==> src/rtl/player_tx_arbiter.sv <==
// player_tx_arbiter: round-robin UART arbiter for two player status bytes, with periodic refresh.
// Define PLAYER_TX_HEADER_EN to prefix each data byte with a 0xA1/0xA2 player header byte.
module player_tx_arbiter #(
    parameter int REFRESH_CYCLES = 1000000
) (
    input  logic        clk,
    input  logic        clean_rst,
    input  logic [7:0]  p1_data,
    input  logic [7:0]  p2_data,
    input  logic        tx_busy,
    output logic        tx_start,
    output logic [7:0]  tx_byte,
    output logic        grant_id,
    output logic [15:0] frames_sent
);
    localparam int CW = REFRESH_CYCLES > 1 ? $clog2(REFRESH_CYCLES) : 1;
    localparam logic [CW-1:0] CNT_LAST = CW'(REFRESH_CYCLES > 0 ? REFRESH_CYCLES - 1 : 0);

    typedef enum logic [2:0] {
        IDLE,
`ifdef PLAYER_TX_HEADER_EN
        HDR_START,
        HDR_WAIT_BUSY,
        HDR_WAIT_DONE,
`endif
        DATA_START,
        DATA_WAIT_BUSY,
        DATA_WAIT_DONE
    } state_t;

`ifdef PLAYER_TX_HEADER_EN
    localparam state_t FIRST = HDR_START;
    logic [7:0] r_data;
    logic       w_hdr_done;
`else
    localparam state_t FIRST = DATA_START;
`endif

    state_t        r_state, w_next;
    logic [CW-1:0] r_cnt;
    logic          r_pend1, r_pend2;
    logic [7:0]    r_last1, r_last2, r_tx_byte;
    logic          r_grant;
    logic [15:0]   r_frames;
    logic          w_wrap, w_sel, w_grant, w_done;
    logic [7:0]    w_sel_data;

    assign w_wrap      = (REFRESH_CYCLES > 0) && (r_cnt == CNT_LAST);
    // both pending: favour whoever was not granted last (r_grant resets to P2 so P1 goes first)
    assign w_sel       = (r_pend1 && r_pend2) ? ~r_grant : r_pend2;
    assign w_sel_data  = w_sel ? p2_data : p1_data;
    assign tx_byte     = r_tx_byte;
    assign grant_id    = r_grant;
    assign frames_sent = r_frames;

    always_ff @(posedge clk or posedge clean_rst) begin
        if (clean_rst) r_state <= IDLE;
        else           r_state <= w_next;
    end

    always_comb begin
        w_next   = r_state;
        tx_start = 1'b0;
        w_grant  = 1'b0;
        w_done   = 1'b0;
`ifdef PLAYER_TX_HEADER_EN
        w_hdr_done = 1'b0;
`endif
        case (r_state)
            IDLE: begin
                w_grant = (r_pend1 || r_pend2) && !tx_busy;
                w_next  = w_grant ? FIRST : IDLE;
            end
`ifdef PLAYER_TX_HEADER_EN
            HDR_START: begin
                tx_start = 1'b1;
                w_next   = HDR_WAIT_BUSY;
            end
            HDR_WAIT_BUSY: w_next = tx_busy ? HDR_WAIT_DONE : HDR_WAIT_BUSY;
            HDR_WAIT_DONE: begin
                w_hdr_done = !tx_busy;
                w_next     = tx_busy ? HDR_WAIT_DONE : DATA_START;
            end
`endif
            DATA_START: begin
                tx_start = 1'b1;
                w_next   = DATA_WAIT_BUSY;
            end
            DATA_WAIT_BUSY: w_next = tx_busy ? DATA_WAIT_DONE : DATA_WAIT_BUSY;
            DATA_WAIT_DONE: begin
                w_done = !tx_busy;
                w_next = tx_busy ? DATA_WAIT_DONE : IDLE;
            end
            default: w_next = IDLE;
        endcase
    end

    always_ff @(posedge clk or posedge clean_rst) begin
        if (clean_rst) begin
            r_cnt     <= '0;
            r_pend1   <= 1'b0;
            r_pend2   <= 1'b0;
            r_last1   <= 8'h00;
            r_last2   <= 8'h00;
            r_tx_byte <= 8'h00;
            r_grant   <= 1'b1;
            r_frames  <= 16'h0000;
`ifdef PLAYER_TX_HEADER_EN
            r_data    <= 8'h00;
`endif
        end else begin
            r_cnt   <= (w_wrap || REFRESH_CYCLES == 0) ? '0 : r_cnt + 1'b1;
            // a grant clears its own flag even on a refresh wrap
            r_pend1 <= (w_grant && !w_sel) ? 1'b0 : (r_pend1 || p1_data != r_last1 || w_wrap);
            r_pend2 <= (w_grant && w_sel) ? 1'b0 : (r_pend2 || p2_data != r_last2 || w_wrap);
            if (w_grant) begin
                r_grant <= w_sel;
                if (w_sel) r_last2 <= p2_data;
                else       r_last1 <= p1_data;
`ifdef PLAYER_TX_HEADER_EN
                r_data    <= w_sel_data;
                r_tx_byte <= w_sel ? 8'hA2 : 8'hA1;
`else
                r_tx_byte <= w_sel_data;
`endif
            end
`ifdef PLAYER_TX_HEADER_EN
            if (w_hdr_done) r_tx_byte <= r_data;
`endif
            if (w_done) r_frames <= r_frames + 16'd1;
        end
    end
endmodule

==> config.mk <==
export PLATFORM = sky130hd
export DESIGN_NAME = player_tx_arbiter
export DESIGN_NICKNAME = d
export VERILOG_FILES = /design/src/rtl/player_tx_arbiter.sv
export SDC_FILE = /design/constraint.sdc
export NUM_CORES = 1
export LEC_CHECK = 0
export ABC_CLOCK_PERIOD_IN_PS = 2800
export CAP_MARGIN = 20
export CORE_MARGIN = 2
export CORE_UTILIZATION = 45
export DETAILED_ROUTE_END_ITERATION = 10
export HOLD_SLACK_MARGIN = 0.06
export PLACE_DENSITY = 0.67
export SYNTH_ARGS = -nofsm -noshare
export SYNTH_HDL_FRONTEND = slang
export SYNTH_SLANG_ARGS = --single-unit
==> constraint.sdc <==
create_clock -name clk -period 2.8 [get_ports clk]
set_input_delay 0.56 -clock clk [delete_from_list [all_inputs] [get_ports clk]]
set_output_delay 0.56 -clock clk [all_outputs]
set_load 0.1 [all_outputs]
==> results.md, run 1 <==
- Status: finished clean
- Worst Hold End: r_cnt[0]
- Dpl cell area: 3540 um2
- Starting DRT DRC Count: 85
- Num ports: 45
- Setup violators final: 0
- CTS Buf Count: 9
- Post-Layout Cell Count: 398
- Final Skew: 0.00819 ns
- Post-synthesis sequential area ratio: 0.531
- Remaining Overflow, GRT: 0
- Element type at the critical path start: input pin
- Post-synth top area share: 0.522
- Net Sw Power: 1.55 mW
- Worst hold path type: reg -> reg
- Post-cts hold buffer count: 0
- Max-slew headroom: 0.677
- Post-CTS Setup Bufs: 0
- Synth cell types: 47
- Fmax: 521 MHz
- Synth Area in Compound Gates: 0.0412
- Root Buffer: clkbuf_8
- Fillers: 598
- Number of global-route vias before repair: 2,060
- Logic gate share of total power: 0.386
- Post-Syn Nets: 281
- RePlAce Congestion: 0.779
- CORE AREA: 6680 um2
- First-pass GRT wire length: 9550 um
- CTS clk-pin slew, worst paths: 0.07 ns
- DRT Pass-1 Iters: 4
- Initial Util: 0.459
- DP HPWL: 3980 um
- PD cells: 1000 nW/um2
- Reg power frac: 0.358
- Top cells by area, synth: dfrtp_1 52%, xnor2_1 8.9%, mux2_2 5.9%
- Fin crit share: 0.686
- Switching share of power: 0.409
- CP arrival: 2.15 ns
- Crit path time final: 1.92 ns
- Pin count of the biggest net entering global routing: 66
- Synth cell count leaders: 64 x dfrtp_1, 31 x xnor2_1, 27 x nand2_1
- Clock network power share: 0.256
- Share of synthesized cell area in full adder, half adder and majority cells: 0.00816
- RSZ-0062 raised after global routing: false
- Via density: 5.20
- GRT Overall Usage: 0.163
- Ant diodes: 0
- Post-synth ARST share: 1.00
- Largest area contributor in the netlist: dfrtp_1
- R2R Path End: r_pend2
- Post-CTS sizing: 0
- Placed Cells: 382
- Static Leak: 1.75 nW
- Clock latency on the worst-skew pair: 0.34 ns
- Setup slack, reg-to-reg: 0.93 ns
- Die area: 7490 um2
- Syn. warnings: 0
- Share of cells above drive strength 1: 0.242
- Largest family of logic cells by synthesized area: simple AND/OR/NAND/NOR gates
- Most frequent cell after synthesis: dfrtp_1
- Worst Hold Launch: r_cnt[0]
- Final Max Slew Viols: 0
- Synth Flop Type: dfrtp_1
- Num Clock Sinks: 65
- CP max stage cell: clkdlybuf4s50_1
- Worst r2r src: r_cnt[0]
- Post-synthesis mux area share: 0.0914
- CP Class: in -> reg
- Fin area: 3790 um2
- DRC Markers: 0
- Number of antenna violations at the first check in global routing: 0
- CP startpoint: tx_busy
- Avg Cell Area, Syn: 11.8 um2
- Die height: 86.5 um
- Internal power: 2.24 mW
- Largest stage delay, worst path: 0.53 ns
- Fin. Hold Viols: 0
- Xor/xnor cell area share of the yosys netlist: 0.128
- MaxCap Viol Count: 0
- Routed len/inst: 14.2 um
- Worst Path Required: 3.03 ns
- Synthesized flop and latch total: 65
- Least-Margin Pin Slew: 0.482 ns
- Maximum clock path buffer count: 2
- ANT nets after route: 0
- R2R cell count: 6
- Cell count after synthesis: 260
- Critical path capture point type: register
- H-tree depth: 3
- Area of the mapped netlist: 3070 um2
- # rows: 30
- Via count: 2,070
- Crit-path cells: clkdlybuf4s50_1, nor3_1, o21ai_1, nand2b_1, mux2_2
- CP max FO: 10
- IO buf count: 44
- Die width: 86.5 um
- Post-synthesis simple-gate area fraction: 0.182
- Sum Neg Setup Slack: 0 ns
- Total wire length: 5640 um
- Final #Nets: 334
- P&R area growth vs syn: 23.5%
- CTS tree: yes
- Hold Path Cell Cnt: 1
- VDD IR max: 0.804 mV
- Post-synth EDFFs: 0
## area by class of cell
cell class	count	area (um2)	share of cell area
clock buffer	11	141	0.0373
clock inverter	5	103	0.0271
inverter	2	7.51	0.00198
multi-input combinational	186	1380	0.365
sequential	65	1630	0.430
tap	80	100	0.0264
timing repair buffer	49	425	0.112
## power groups by stage
stage	Clock (mW)	Sequential (mW)	Combinational, mW
2_1_floorplan	0	2.00	0.528
3_3_place_gp	0	1.36	1.46
3_5_place_dp	0	1.37	1.48
4_1_cts	0.994	1.36	1.48
5_1_grt	1.04	1.38	1.55
6_report	0.971	1.36	1.46
## how the worst max path moves through the flow
stage,to,depth (start not counted)
2_1_floorplan,tx_start,1
3_3_place_gp,r_last2[3],5
3_5_place_dp,r_last2[6],5
4_1_cts,r_last2[6],5
5_1_grt,r_last2[6],5
6_report,r_last2[6],5
## registers in the layout, summed over array words and instances (netlist names)
| name | cells |
|---|---|
| r_last1 | 8 |
| r_last2 | 8 |
| r_cnt | 20 |
| frames_sent | 16 |
| r_pend2 | 1 |
| grant_id | 1 |
| r_state | 2 |
| r_pend1 | 1 |
| tx_byte | 8 |
## worst max-delay path, delay by kind of cell
family / cells / cell delay (ns)
simple gates: 2 / 0.49
compound gates: 1 / 0.18
buf+inv: 1 / 0.53
mux: 1 / 0.39
## routing by layer
| layer | part of all wire | up-vias | track usage |
|---|---|---|---|
| li1 | - | 1018 | - |
| met1 | 0.48 | 1000 | 0.215 |
| met2 | 0.47 | 44 | 0.257 |
| met3 | 0.042 | 8 | 0.0438 |
| met4 | 0.015 | 0 | 0.0682 |
| met5 | 0 | - | 0 |
## cell families after synthesis
group | Yosys count
buffers and inverters | 9
adder cells (fa/ha/maj) | 2
XOR/XNOR | 44
multiplexers | 26
AND/OR/NAND/NOR | 94
AO/OA/AOI/OAI | 20
flip-flops | 65
## stage by stage
stage	utilization	hold WS [ns]	power (mW)	worst slack, ns
detailed placement	0.530	0.448	2.85	0.514
global placement	0.530	0.445	2.82	0.547
floorplan	-	0.423	2.53	0.449
CTS	0.567	0.457	3.83	0.880
finish	0.567	0.455	3.79	0.880
global route	0.567	0.492	3.97	0.745
## cells in the final DEF, fill, tap and decap left out, drive strengths merged, types with 2 or more instances in the layout
master / n
clkbuf: 11
clkdlybuf4s50: 18
bufinv: 3
nand3: 10
and2: 2
nand2: 27
dfrtp: 64
a21oi: 2
ha: 2
nand4: 13
or2: 2
o21ai: 10
buf: 31
xnor2: 31
mux2: 16
nor3: 4
and4: 5
nand3b: 2
xor2: 13
and3: 7
inv: 2
mux2i: 10
nor2: 13
nor4: 2
or4: 2
nor2b: 2
Power figures use the tool's default switching activity.
==> inputs of run 2 (changes only) <==
ABC_CLOCK_PERIOD_IN_PS = 1900   (was 2800)
clock period = 1.9 ns   (was 2.8 ns; I/O delays follow)
==> run 2 against run 1 <==
Utilization grew 6.0 points. Flip-flop and latch count is the same. Sequential power grew 51%. Via count grew 6.3%. Non-clock buffer count grew 25. Largest power group unchanged. Highest routed layer unchanged.
==> results.md, run 2 (synthesis results as in run 1) <==
- Static Leak: 1.89 nW (+8.2%)
- IO buf count: 44 (unchanged)
- Via density: 5.20 (about the same)
- Fillers: 575 (-3.8%)
- Remaining Overflow, GRT: 0 (unchanged)
- Num Clock Sinks: 65 (unchanged)
- Switching share of power: 0.424 (+0.0152)
- DRC Markers: 0 (unchanged)
- ANT nets after route: 0 (unchanged)
- Num ports: 45 (unchanged)
- R2R cell count: 5 (-1)
- Placement Setup Slack: -0.112 ns (-0.626 ns)
- CP max FO: 6 (-4)
- Maximum clock path buffer count: 2 (unchanged)
- Final worst slack: 0.197 ns (-0.684 ns)
- Area of the multi-input gates: 1380 um2 (+0.18%)
- Most common cell after layout, fill and taps aside: dfrtp_1
- Starting DRT DRC Count: 165 (+94%)
- Initial Util: 0.459 (unchanged)
- Post-Layout Cell Count: 423 (+6.3%)
- Ant diodes: 0 (unchanged)
- CP Class: reg -> reg
- Final Skew: 0.0103 ns (+0.00207 ns)
- Internal power: 3.19 mW (+43%)
- Placed Cells: 407 (+6.5%)
- Element type at the critical path start: register
- Max reg flops: 20 (unchanged)
- Net Sw Power: 2.35 mW (+52%)
- Critical path capture point type: register
- GRT Overall Usage: 0.180 (+0.0165)
- P&R area growth vs syn: 36.5%
- Critical path depth: 5 (unchanged)
- Hold Slack: 0.381 ns (-0.0741 ns)
- Pwr Total: 5.54 mW (+46%)
- CTS clk-pin slew, worst paths: 0.07 ns (about the same)
- Clock network power share: 0.184 (-0.072)
- VDD IR max: 0.904 mV (+12%)
- FF+latch area: 1640 um2 (+0.85%)
- Worst Path Required: 2.12 ns (-0.91 ns)
- Most frequent cells in the layout: 56 x dfrtp_1, 34 x buf_4, 31 x xnor2_1
- Die area: 7490 um2 (unchanged)
- Die height: 86.5 um (unchanged)
- Max-slew headroom: 0.745 (+0.0677)
- Status: finished clean
- Routed len/inst: 14.1 um (-0.59%)
- Reg power frac: 0.372 (+0.014)
- Crit-path cells: nor4bb_1, nand2_1, nor3_2, buf_4, nor2_1
- Pin count of the biggest net entering global routing: 25 (-62%)
- Core Util, Final: 0.626 (+0.0597)
- Fin crit share: 0.897
- CTS tree: yes
- CORE AREA: 6680 um2 (unchanged)
- Largest stage delay, worst path: 0.46 ns (-0.07 ns)
- Via count: 2,200 (+6.3%)
- Post-cts hold buffer count: 0 (unchanged)
- Fin. Hold Viols: 0 (unchanged)
- Sum Neg Setup Slack: 0 ns (unchanged)
- Worst hold path type: in -> async
- PD cells: 1320 nW/um2 (+32%)
- Worst r2r src: r_cnt[7]
- Die width: 86.5 um (unchanged)
- DP HPWL: 4550 um (+14%)
- Total wire length: 5960 um (+5.7%)
- RePlAce Congestion: 0.758 (-2.7%)
- Number of global-route vias before repair: 2,261 (+9.8%)
- DRT Pass-1 Iters: 4 (unchanged)
- Dpl cell area: 4010 um2 (+13%)
- RSZ-0062 raised after global routing: false
- Setup slack, reg-to-reg: 0.20 ns (-0.73 ns)
- Fmax: 587 MHz
- Logic gate share of total power: 0.445 (+0.059)
- Post-CTS Setup Bufs: 0 (unchanged)
- # rows: 30 (unchanged)
- Clock latency on the worst-skew pair: 0.34 ns (about the same)
- Reg with most FFs: r_cnt
- First-pass GRT wire length: 10,600 um (+11%)
- CP arrival: 1.93 ns (-0.22 ns)
- CP delay by family, top: simple AND/OR/NAND/NOR gates
- H-tree depth: 3 (unchanged)
- R2R Path End: r_cnt[0]
- CTS Buf Count: 9 (unchanged)
- Number of antenna violations at the first check in global routing: 0 (unchanged)
- Setup violators final: 0 (unchanged)
- Share of cells above drive strength 1: 0.324 (+0.0815)
- MaxCap Viol Count: 0 (unchanged)
- Root Buffer: clkbuf_8
- Fin area: 4190 um2 (+11%)
- Final #Nets: 359 (+7.5%)
- Crit path time final: 1.70 ns
- Post-CTS sizing: 0 (unchanged)
- CP max stage cell: dfrtp_1
- Final Max Slew Viols: 0 (unchanged)
- Crit path buffers/inverters: 1 (unchanged)
- Least-Margin Pin Slew: 0.382 ns (-0.0998 ns)
==> run 2: cell types whose count changed in the layout (fill, tap and decap cells not counted), sizes merged <==
cell / change
buf: +25
clkinvlp: +1
inv: -1
bufinv: -3
clkinv: +3
==> run 2: worst register-to-register path, cell delays in order, from the launching register on <==
cell	delay, ns
dfrtp_1	0.46
nor4bb_1	0.32
nand2_1	0.18
nor3_2	0.37
buf_4	0.21
nor2_1	0.05
==> run 2: worst max path at each step <==
stage / start / to
3_3_place_gp: tx_busy / r_last2[3]
3_5_place_dp: tx_busy / r_last1[3]
2_1_floorplan: frames_sent[0] / frames_sent[14]
6_report: r_cnt[7] / r_cnt[0]
5_1_grt: r_cnt[12] / r_cnt[3]
4_1_cts: r_cnt[7] / r_cnt[0]
==> run 2: metal layers <==
metal | vias to the layer above | global-route usage | part of all wire
met5 | - | 0 | 0
met4 | 0 | 0.0597 | 0.012
met3 | 8 | 0.0381 | 0.038
met2 | 53 | 0.287 | 0.49
met1 | 1075 | 0.247 | 0.46
li1 | 1064 | - | -
==> run 2: power by group through the flow <==
stage               clock, mW  combinational [mW]  sequential [mW]
floorplan                   0               0.780             2.97
global placement            0                2.45             2.07
detailed placement          0                2.49             2.09
CTS                      1.04                2.49             2.06
global route             1.12                2.61             2.10
finish                   1.02                2.46             2.06
==> run 2: final cells by class <==
type,count,share of cell area
inverter,2,0.00269
clock buffer,11,0.0338
multi-input combinational,186,0.331
sequential,65,0.392
timing repair buffer,74,0.209
clock inverter,5,0.00747
tap,80,0.0239
==> RTL edit: new RTL, config.mk and constraints of run 1 <==
The 4 states of `state_t` get a one-hot encoding in 4 bits.
--- a/src/rtl/player_tx_arbiter.sv
+++ b/src/rtl/player_tx_arbiter.sv
@@ -16,16 +16,16 @@
     localparam int CW = REFRESH_CYCLES > 1 ? $clog2(REFRESH_CYCLES) : 1;
     localparam logic [CW-1:0] CNT_LAST = CW'(REFRESH_CYCLES > 0 ? REFRESH_CYCLES - 1 : 0);
 
-    typedef enum logic [2:0] {
-        IDLE,
+    typedef enum logic [3:0] {
+        IDLE           = 4'b0001,
 `ifdef PLAYER_TX_HEADER_EN
         HDR_START,
         HDR_WAIT_BUSY,
         HDR_WAIT_DONE,
 `endif
-        DATA_START,
-        DATA_WAIT_BUSY,
-        DATA_WAIT_DONE
+        DATA_START     = 4'b0010,
+        DATA_WAIT_BUSY = 4'b0100,
+        DATA_WAIT_DONE = 4'b1000
     } state_t;
 
 `ifdef PLAYER_TX_HEADER_EN
Function: no difference found for any inputs over 10 cycles, from zero or initial values and one cycle with clean_rst high; not proved beyond that.
==> RTL edit against run 1 <==
Final area down 1.4%. Routed wire length rose by 0.66%. Power fell by 10%. Final cell count is 2.5% higher. Sequential share of layout area increased by 2.0 points. Setup slack worse by 0.16 ns. Highest routed layer unchanged. Synthesized area up 0.45%. Combinational power fell by 7%. Worst hold slack better by 0.036 ns. Clock skew up 0.0030 ns. First-iteration DRC count rose by 38%. Sequential cell count up 2.
==> RTL edit: results (changes against run 1) <==
metric	value	unit	change
drtIter0Drc	117		+38%
nNetsFinal	344		+3.0%
grt_max_degree	68		+3.0%
grt_use_met2	0.249		-0.00769
grt_pass1_wl	9850	um	+3.1%
worst-path-max-fanout	9		-1
min_to	frames_sent[15]		
synth_nets	291		+3.6%
status	finished, final reports clean		
synth-seq-area-share	0.545		+0.0143
dp_hpwl	4050	um	+1.6%
fin_skew	0.0112	ns	+0.00301 ns
r2r_slack	0.81	ns	-0.12 ns
p_sw	1390	uW	-10%
place_congestion	0.773		-0.77%
holdWs	0.492	ns	+0.0365 ns
drive_gt1_frac	0.226		-0.0165
crit_path_start	tx_busy		
reg2reg_depth	5		-1
p_comb_frac	0.399		+0.013
drt-total-wl	5680	um	+0.66%
cp_top_family	simple AND/OR/NAND/NOR gates		
tightest_slew	0.436	ns	-0.0466 ns
min_period	2.08	ns	+0.162 ns
crit_arrival	2.30	ns	+0.15 ns
routed-wl-met2	2710	um	+3.4%
pre_cts_slack	0.374	ns	-0.140 ns
largest_reg_flops	20		unchanged
power_frac_seq	0.402		+0.044
yosys.cell_types.count	36		-23%
reg2reg_from	r_state[2]		
endpoint	r_last2[2]		
grt_util_met1	0.237		+0.0221
grt_pass1_vias	1986		-3.6%
placedInstanceArea	3570	um2	+0.81%
grt_use_total	0.171		+0.00729
grt.met3_usage	0.0552		+0.0114
synth_common_cells	dfrtp_1 (65), nor2_1 (29), xor2_1 (26)		
wl_met1	2690	um	-0.15%
min_from	frames_sent[15]		
route.met3.wl	161	um	-33%
power.leakage	0.00167	uW	-4.2%
vias_per_cell	5.08		-2.4%
slowest_delay	0.47	ns	-0.06 ns
synth_area_leaders	dfrtp_1 (53%), xor2_1 (7.4%), xnor2_1 (6.5%), mux2_2 (6.2%), nor2_1 (3.5%)		
[RTL edit: changes by cell type after synthesis, sizes merged, moves of 8 or more]
cell | run 1 | this run
a21oi | 2 | 12
nand2 | 27 | 12
nor2 | 13 | 30
o21ai | 10 | 2
xnor2 | 31 | 23
xor2 | 13 | 26
[RTL edit: logic make-up after synthesis]
family                   synth area share
adder cells (fa/ha/maj)           0.00813
XOR/XNOR                            0.139
multiplexers                       0.0882
AND/OR/NAND/NOR                     0.170
flip-flops                          0.545
buffers and inverters              0.0211
AO/OA/AOI/OAI                      0.0276
[RTL edit: per-stage QoR]
stage,total power (uW),util,std cells
floorplan,2460,-,270
global placement,2730,0.531,392
detailed placement,2750,0.531,392
CTS,3450,0.556,408
global route,3590,0.556,408
finish,3400,0.556,408
[RTL edit: final cells by class]
cell class	instances	area, um2
inverter	5	18.8
multi-input combinational	190	1340
timing repair buffer	50	433
fill	577	2980
sequential	67	1680
clock inverter	3	15.0
tap	80	100
clock buffer	13	149
